File: src/rtl/video_pkg.sv
// Shared types for the video layer mixer: blend modes and per-layer configuration.
package video_pkg;

    // Key fields are stored at a fixed width so the struct can stay unparameterised;
    // the mixer zero-extends pixels to this width when comparing against a key.
    localparam int KEY_W_MAX = 16;

    typedef enum logic [1:0] {
        BLEND_REPLACE = 2'd0,
        BLEND_AVERAGE = 2'd1,
        BLEND_ADD_SAT = 2'd2,
        BLEND_RSVD    = 2'd3
    } blend_mode_t;

    typedef struct packed {
        logic                       en;
        blend_mode_t                mode;
        logic [2:0][KEY_W_MAX-1:0]  key;   // [2]=red, [1]=green, [0]=blue
    } layer_cfg_t;

    localparam layer_cfg_t LAYER_CFG_RESET = '{en: 1'b1, mode: BLEND_REPLACE, key: '0};

endpackage

File: src/rtl/video_blend_op.sv
// One step of the layer fold: combines a layer pixel into the accumulator per channel.
module video_blend_op
    import video_pkg::*;
#(
    parameter int COLSPC = 10
) (
    input  logic [2:0][COLSPC-1:0] pix,
    input  logic [2:0][COLSPC-1:0] acc,
    input  blend_mode_t            mode,
    output logic [2:0][COLSPC-1:0] acc_next
);

    logic [2:0][COLSPC:0] sum;

    always_comb begin
        for (int c = 0; c < 3; c++) begin
            sum[c] = {1'b0, pix[c]} + {1'b0, acc[c]};
        end
    end

    always_comb begin
        acc_next = pix;
        for (int c = 0; c < 3; c++) begin
            case (mode)
                BLEND_AVERAGE: acc_next[c] = sum[c][COLSPC:1];
                BLEND_ADD_SAT: acc_next[c] = sum[c][COLSPC] ? {COLSPC{1'b1}} : sum[c][COLSPC-1:0];
                default:       acc_next[c] = pix[c];
            endcase
        end
    end

endmodule

File: src/rtl/video_layer_mixer.sv
// Priority/blend mixer for NLAYERS pixel layers with frame-synchronous double-buffered
// configuration. Fixed two-cycle latency: input register stage, then fold plus output register.
module video_layer_mixer
    import video_pkg::*;
#(
    parameter int NLAYERS = 4,
    parameter int COLSPC  = 10
) (
    input  logic                             video_clk_pix,
    input  logic                             video_rst_n,
    input  logic                             video_enable,
    input  logic                             hsync,
    input  logic                             vsync,
    input  logic                             frame_start,
    input  logic                             line_start,
    input  logic [NLAYERS-1:0][COLSPC-1:0]   layer_red,
    input  logic [NLAYERS-1:0][COLSPC-1:0]   layer_green,
    input  logic [NLAYERS-1:0][COLSPC-1:0]   layer_blue,
    input  logic                             cfg_wr,
    input  logic [$clog2(NLAYERS)-1:0]       cfg_layer,
    input  logic                             cfg_en,
    input  logic [1:0]                       cfg_mode,
    input  logic [3*COLSPC-1:0]              cfg_key,
    output logic                             cfg_pending,
    output logic [COLSPC-1:0]                red,
    output logic [COLSPC-1:0]                green,
    output logic [COLSPC-1:0]                blue,
    output logic                             out_video_enable,
    output logic                             out_hsync,
    output logic                             out_vsync,
    output logic                             out_frame_start,
    output logic                             out_line_start
);

    layer_cfg_t pend_cfg [NLAYERS];
    layer_cfg_t act_cfg  [NLAYERS];
    layer_cfg_t wr_cfg;
    logic       wr_ok;
    logic       do_copy;

    assign wr_ok   = cfg_wr && (32'(cfg_layer) < NLAYERS);
    assign do_copy = frame_start && cfg_pending;

    always_comb begin
        wr_cfg        = LAYER_CFG_RESET;
        wr_cfg.en     = cfg_en;
        wr_cfg.mode   = blend_mode_t'(cfg_mode);
        wr_cfg.key[2] = KEY_W_MAX'(cfg_key[3*COLSPC-1:2*COLSPC]);
        wr_cfg.key[1] = KEY_W_MAX'(cfg_key[2*COLSPC-1:COLSPC]);
        wr_cfg.key[0] = KEY_W_MAX'(cfg_key[COLSPC-1:0]);
    end

    // The copy reads pending before this cycle's write lands, so a write that
    // coincides with frame_start waits for the next one and keeps the flag set.
    always_ff @(posedge video_clk_pix or negedge video_rst_n) begin
        if (!video_rst_n) begin
            for (int i = 0; i < NLAYERS; i++) begin
                pend_cfg[i] <= LAYER_CFG_RESET;
                act_cfg[i]  <= LAYER_CFG_RESET;
            end
            cfg_pending <= 1'b0;
        end else begin
            if (do_copy) begin
                for (int i = 0; i < NLAYERS; i++) begin
                    act_cfg[i] <= pend_cfg[i];
                end
            end
            if (wr_ok) begin
                pend_cfg[cfg_layer] <= wr_cfg;
            end
            if (wr_ok) begin
                cfg_pending <= 1'b1;
            end else if (do_copy) begin
                cfg_pending <= 1'b0;
            end
        end
    end

    logic                                   s1_en, s1_hs, s1_vs, s1_fs, s1_ls;
    logic [NLAYERS-1:0][2:0][COLSPC-1:0]    s1_pix;

    always_ff @(posedge video_clk_pix or negedge video_rst_n) begin
        if (!video_rst_n) begin
            s1_en  <= 1'b0;
            s1_hs  <= 1'b0;
            s1_vs  <= 1'b0;
            s1_fs  <= 1'b0;
            s1_ls  <= 1'b0;
            s1_pix <= '0;
        end else begin
            s1_en <= video_enable;
            s1_hs <= hsync;
            s1_vs <= vsync;
            s1_fs <= frame_start;
            s1_ls <= line_start;
            for (int i = 0; i < NLAYERS; i++) begin
                s1_pix[i] <= {layer_red[i], layer_green[i], layer_blue[i]};
            end
        end
    end

    logic [NLAYERS-1:0]                   vis;
    logic [NLAYERS:0][2:0][COLSPC-1:0]    acc;
    logic [NLAYERS-1:0][2:0][COLSPC-1:0]  blend;

    always_comb begin
        vis = '0;
        for (int i = 0; i < NLAYERS; i++) begin
            vis[i] = act_cfg[i].en &&
                     (act_cfg[i].key != {KEY_W_MAX'(s1_pix[i][2]),
                                         KEY_W_MAX'(s1_pix[i][1]),
                                         KEY_W_MAX'(s1_pix[i][0])});
        end
    end

    // Fold runs from the lowest-priority layer (NLAYERS-1) up to layer 0.
    assign acc[NLAYERS] = '0;

    for (genvar i = 0; i < NLAYERS; i++) begin : g_fold
        video_blend_op #(.COLSPC(COLSPC)) u_blend (
            .pix      (s1_pix[i]),
            .acc      (acc[i+1]),
            .mode     (act_cfg[i].mode),
            .acc_next (blend[i])
        );
        assign acc[i] = vis[i] ? blend[i] : acc[i+1];
    end

    always_ff @(posedge video_clk_pix or negedge video_rst_n) begin
        if (!video_rst_n) begin
            red              <= '0;
            green            <= '0;
            blue             <= '0;
            out_video_enable <= 1'b0;
            out_hsync        <= 1'b0;
            out_vsync        <= 1'b0;
            out_frame_start  <= 1'b0;
            out_line_start   <= 1'b0;
        end else begin
            red              <= s1_en ? acc[0][2] : '0;
            green            <= s1_en ? acc[0][1] : '0;
            blue             <= s1_en ? acc[0][0] : '0;
            out_video_enable <= s1_en;
            out_hsync        <= s1_hs;
            out_vsync        <= s1_vs;
            out_frame_start  <= s1_fs;
            out_line_start   <= s1_ls;
        end
    end

endmodule

File: config.mk
export PLATFORM = sky130hd
export DESIGN_NAME = video_layer_mixer
export DESIGN_NICKNAME = d
export VERILOG_FILES = /design/src/rtl/video_pkg.sv /design/src/rtl/video_blend_op.sv /design/src/rtl/video_layer_mixer.sv
export SDC_FILE = /design/constraint.sdc
export NUM_CORES = 1
export LEC_CHECK = 0
export ABC_AREA = 0
export ABC_CLOCK_PERIOD_IN_PS = 11200
export BUFFER_PORTS_ARGS = -buffer_cell sky130_fd_sc_hd__buf_2
export CAP_MARGIN = 0
export CORE_ASPECT_RATIO = 1.4
export CORE_MARGIN = 1
export CORE_UTILIZATION = 60
export DETAILED_ROUTE_END_ITERATION = 8
export PLACE_DENSITY = 0.77
export SETUP_SLACK_MARGIN = 0.15
export SLEW_MARGIN = 20
export SYNTH_ARGS = -nofsm -noshare
export SYNTH_HDL_FRONTEND = slang
export SYNTH_SLANG_ARGS = --single-unit
File: constraint.sdc
create_clock -name video_clk_pix -period 11.2 [get_ports video_clk_pix]
set_input_delay 1.68 -clock video_clk_pix [delete_from_list [all_inputs] [get_ports video_clk_pix]]
set_output_delay 1.68 -clock video_clk_pix [all_outputs]
set_load 0.01 [all_outputs]
==> impl_metrics.ini <==
[outcome]
status = finished with violations
violations = design-rule violations

[clocking]
cts_hold_buffers = 0
numCtsBuffers = 41
cts_sinks = 425
root_buffer = clkbuf_16
path_clk_slew_ns = 0.07
postCtsSetupRepairBufs = 0
cts_tree = built
htreeDepth = 2
clkLatencyLatePin_ns = 0.57
cts_resized = 0
clockBufferDepth = 3

[cells_and_area]
antenna_cells = 0
fillers = 2746
mostFrequentLayoutCells = dfrtp_1 (417), mux2_2 (274), buf_2 (197)
fin_util = 0.692
final_nets = 2455
final_common_cell = dfrtp_1
layout-drive-gt1-share = 0.274
syn_to_final_growth_pct = 13.0

[floorplan]
num_rows = 83
io_pins = 199
initial_core_util = 0.612
dieArea_sq_um = 38500
die_width_microns = 166
core-area_sq_um = 37000
die_y_microns = 232

[worst_setup_path]
critPathKind = register to register
required_ns = 11.57
crit_slowest_cell = a2111oi_1
end_kind = register
critPathTopFamily = compound AO/OA/AOI/OAI gates
arrival_ns = 10.02
critical_path.max_fanout = 54
cp_slowest_stage_delay_ns = 0.89
worst_path_most_repeated_cell = a21oi_1
path_buf_inv = 2
cp-start-kind = register

[routing]
detail_route.wirelength_microns = 73100
drt-pass1-iter-count = 9
vias = 17300
wl_per_cell_microns = 27.3
first_iter_violations = 1485
drc = 17
ant_nets = 0
avgViaCountPerCell = 6.47

[pwr]
leakage_nw = 11.6
power_density_nw_per_um2 = 256
peakVddDrop_uv = 157
total_power_mw = 6.55

[sta]
fin_worst_skew_ns = 0.0196
setup-violations-final = 0
fin_tns_setup_ns = 0
hold_violations = 0
fin_ws_ns = 1.54
drv_slew = 0
whs_ns = 0.348
relSlewSlack = 0.246
fin_crit_sh = 0.862
period_needed_ns = 9.66
worst_pin_slew_ns = 1.13
rsz0062_at_grt = no
clock.fmax_mhz = 104

[place]
dp_hpwl_microns = 55300
pre_cts_ws_ns = 1.71
gp_congestion = 1.02
portBuffers = 198

[flow_run]
max_cap_violations = 0

[yosys]
ys_seq_area_frac = 0.470
synthArstFlopShare = 1.00
synth_cells = 2005
synth_area_sq_um = 22600
ys_ff_latch = 425
synth_top_flop_cell = dfrtp_1
syn_nets = 2276
yosys_warnings = 0
synth.distinct_cells = 79
avgSynthCellArea_sq_um = 11.3
synth-edff-count = 0

[min_path]
min_path_type = register to register

[grt]
grt_pass1_wl_microns = 109000
grt_max_degree = 113
met2_usage = 0.641
globalRouteTotalUtil = 0.385
grt_pass1_vias = 17700
use_met1 = 0.457
grt_overflow_total = 0
met3_usage = 0.0484
gr-max-usage-layer = met2
antenna_found_initial = 4
-- registers in the layout, summed over array words and instances (netlist names) --
signal	flops
act_cfg	132
blue	10
cfg_pending	1
green	10
out_frame_start	1
out_hsync	1
out_line_start	1
out_video_enable	1
out_vsync	1
pend_cfg	132
red	10
s1_en	1
s1_fs	1
s1_hs	1
s1_ls	1
s1_pix	120
s1_vs	1
-- power breakdown --
| part | total, mW | switching [mW] | internal [mW] | leakage [nW] |
|---|---|---|---|---|
| Sequential | 2.10 | 0.258 | 1.84 | 5.04 |
| Clock | 1.49 | 0.624 | 0.864 | 0.721 |
| Combinational | 2.96 | 1.76 | 1.21 | 5.80 |
| Total | 6.55 | 2.64 | 3.91 | 11.6 |
-- final timing paths --
kind / from / to / slack (ns) / cells past startpoint
min in group asynchronous: video_rst_n / s1_pix[52] / 1.15 / 1
worst min-delay path: s1_ls / out_line_start / 0.35 / 0
worst max-delay path: s1_pix[98] / green[3] / 1.54 / 32
worst min register to register: s1_ls / out_line_start / 0.35 / 0
max in group asynchronous: video_rst_n / pend_cfg[50] / 7.94 / 4
worst max register to register: s1_pix[98] / green[3] / 1.54 / 32
-- cell usage after synthesis (all sizes together), types with 4 or more instances --
library cell	number	area, sq um
a31oi	14	87.6
o31ai	9	72.6
nand2b	11	68.8
o211ai	22	165
a211o	7	61.3
dfrtp	417	10400
a221oi	29	260
o32ai	7	83.8
a211oi	28	210
mux2i	37	370
nand2	94	353
a221o	5	50.1
o21ai	116	581
and3	11	68.8
or2	6	37.5
fa	9	180
xnor2	71	622
nor2	101	382
nor4	25	156
o41ai	4	72.6
clkbuf	65	244
o2111ai	6	52.6
nor2b	13	81.3
o21bai	7	52.6
nor3	27	135
a21oi	128	641
or3	9	61.3
ha	99	1240
nand3	22	110
o21a	15	113
a2bb2oi	9	78.8
a22oi	11	82.6
buf	20	105
o31a	4	35.0
xor2	114	998
a21o	27	203
mux2	274	3090
inv	51	191
a31o	5	43.8
and2	9	58.8
nand4	14	87.6
dfstp	8	210
o2bb2ai	6	52.6
-- metrics by stage --
step | cells | instance area [sq um]
6_report | 2682 | 25600
5_1_grt | 2682 | 25600
4_1_cts | 2680 | 25500
3_5_place_dp | 2606 | 24100
3_3_place_gp | 2606 | 24100
2_1_floorplan | 2005 | 22600
-- kinds of logic (layout without fill, tap and decap cells) --
logic type | count (synthesis) | in the layout | share of synthesized area
AOI/OAI and AO/OA | 491 | 491 | 0.146
and+or+nand+nor | 348 | 348 | 0.0727
buffers and inverters | 137 | 347 | 0.0240
xor gates and xnor gates | 185 | 185 | 0.0716
DFF | 425 | 425 | 0.470
adders and majority gates | 108 | 108 | 0.0627
muxes | 311 | 311 | 0.153
-- routing by layer --
layer / wire, microns / share of wire
met5: 0 / 0
met2: 34900 / 0.48
met4: 6430 / 0.088
met1: 27500 / 0.38
met3: 4330 / 0.059
-- area by class of cell --
class / count / area [sq um] / share of cell area
Multi-Input combinational cell: 1443 / 11500 / 0.449
Timing Repair Buffer: 221 / 1220 / 0.0476
Sequential cell: 425 / 10600 / 0.416
Clock buffer: 53 / 1170 / 0.0458
Inverter: 52 / 195 / 0.00763
Tap cell: 467 / 584 / 0.0228
Clock inverter: 21 / 277 / 0.0108
Power figures use the tool's default switching activity.
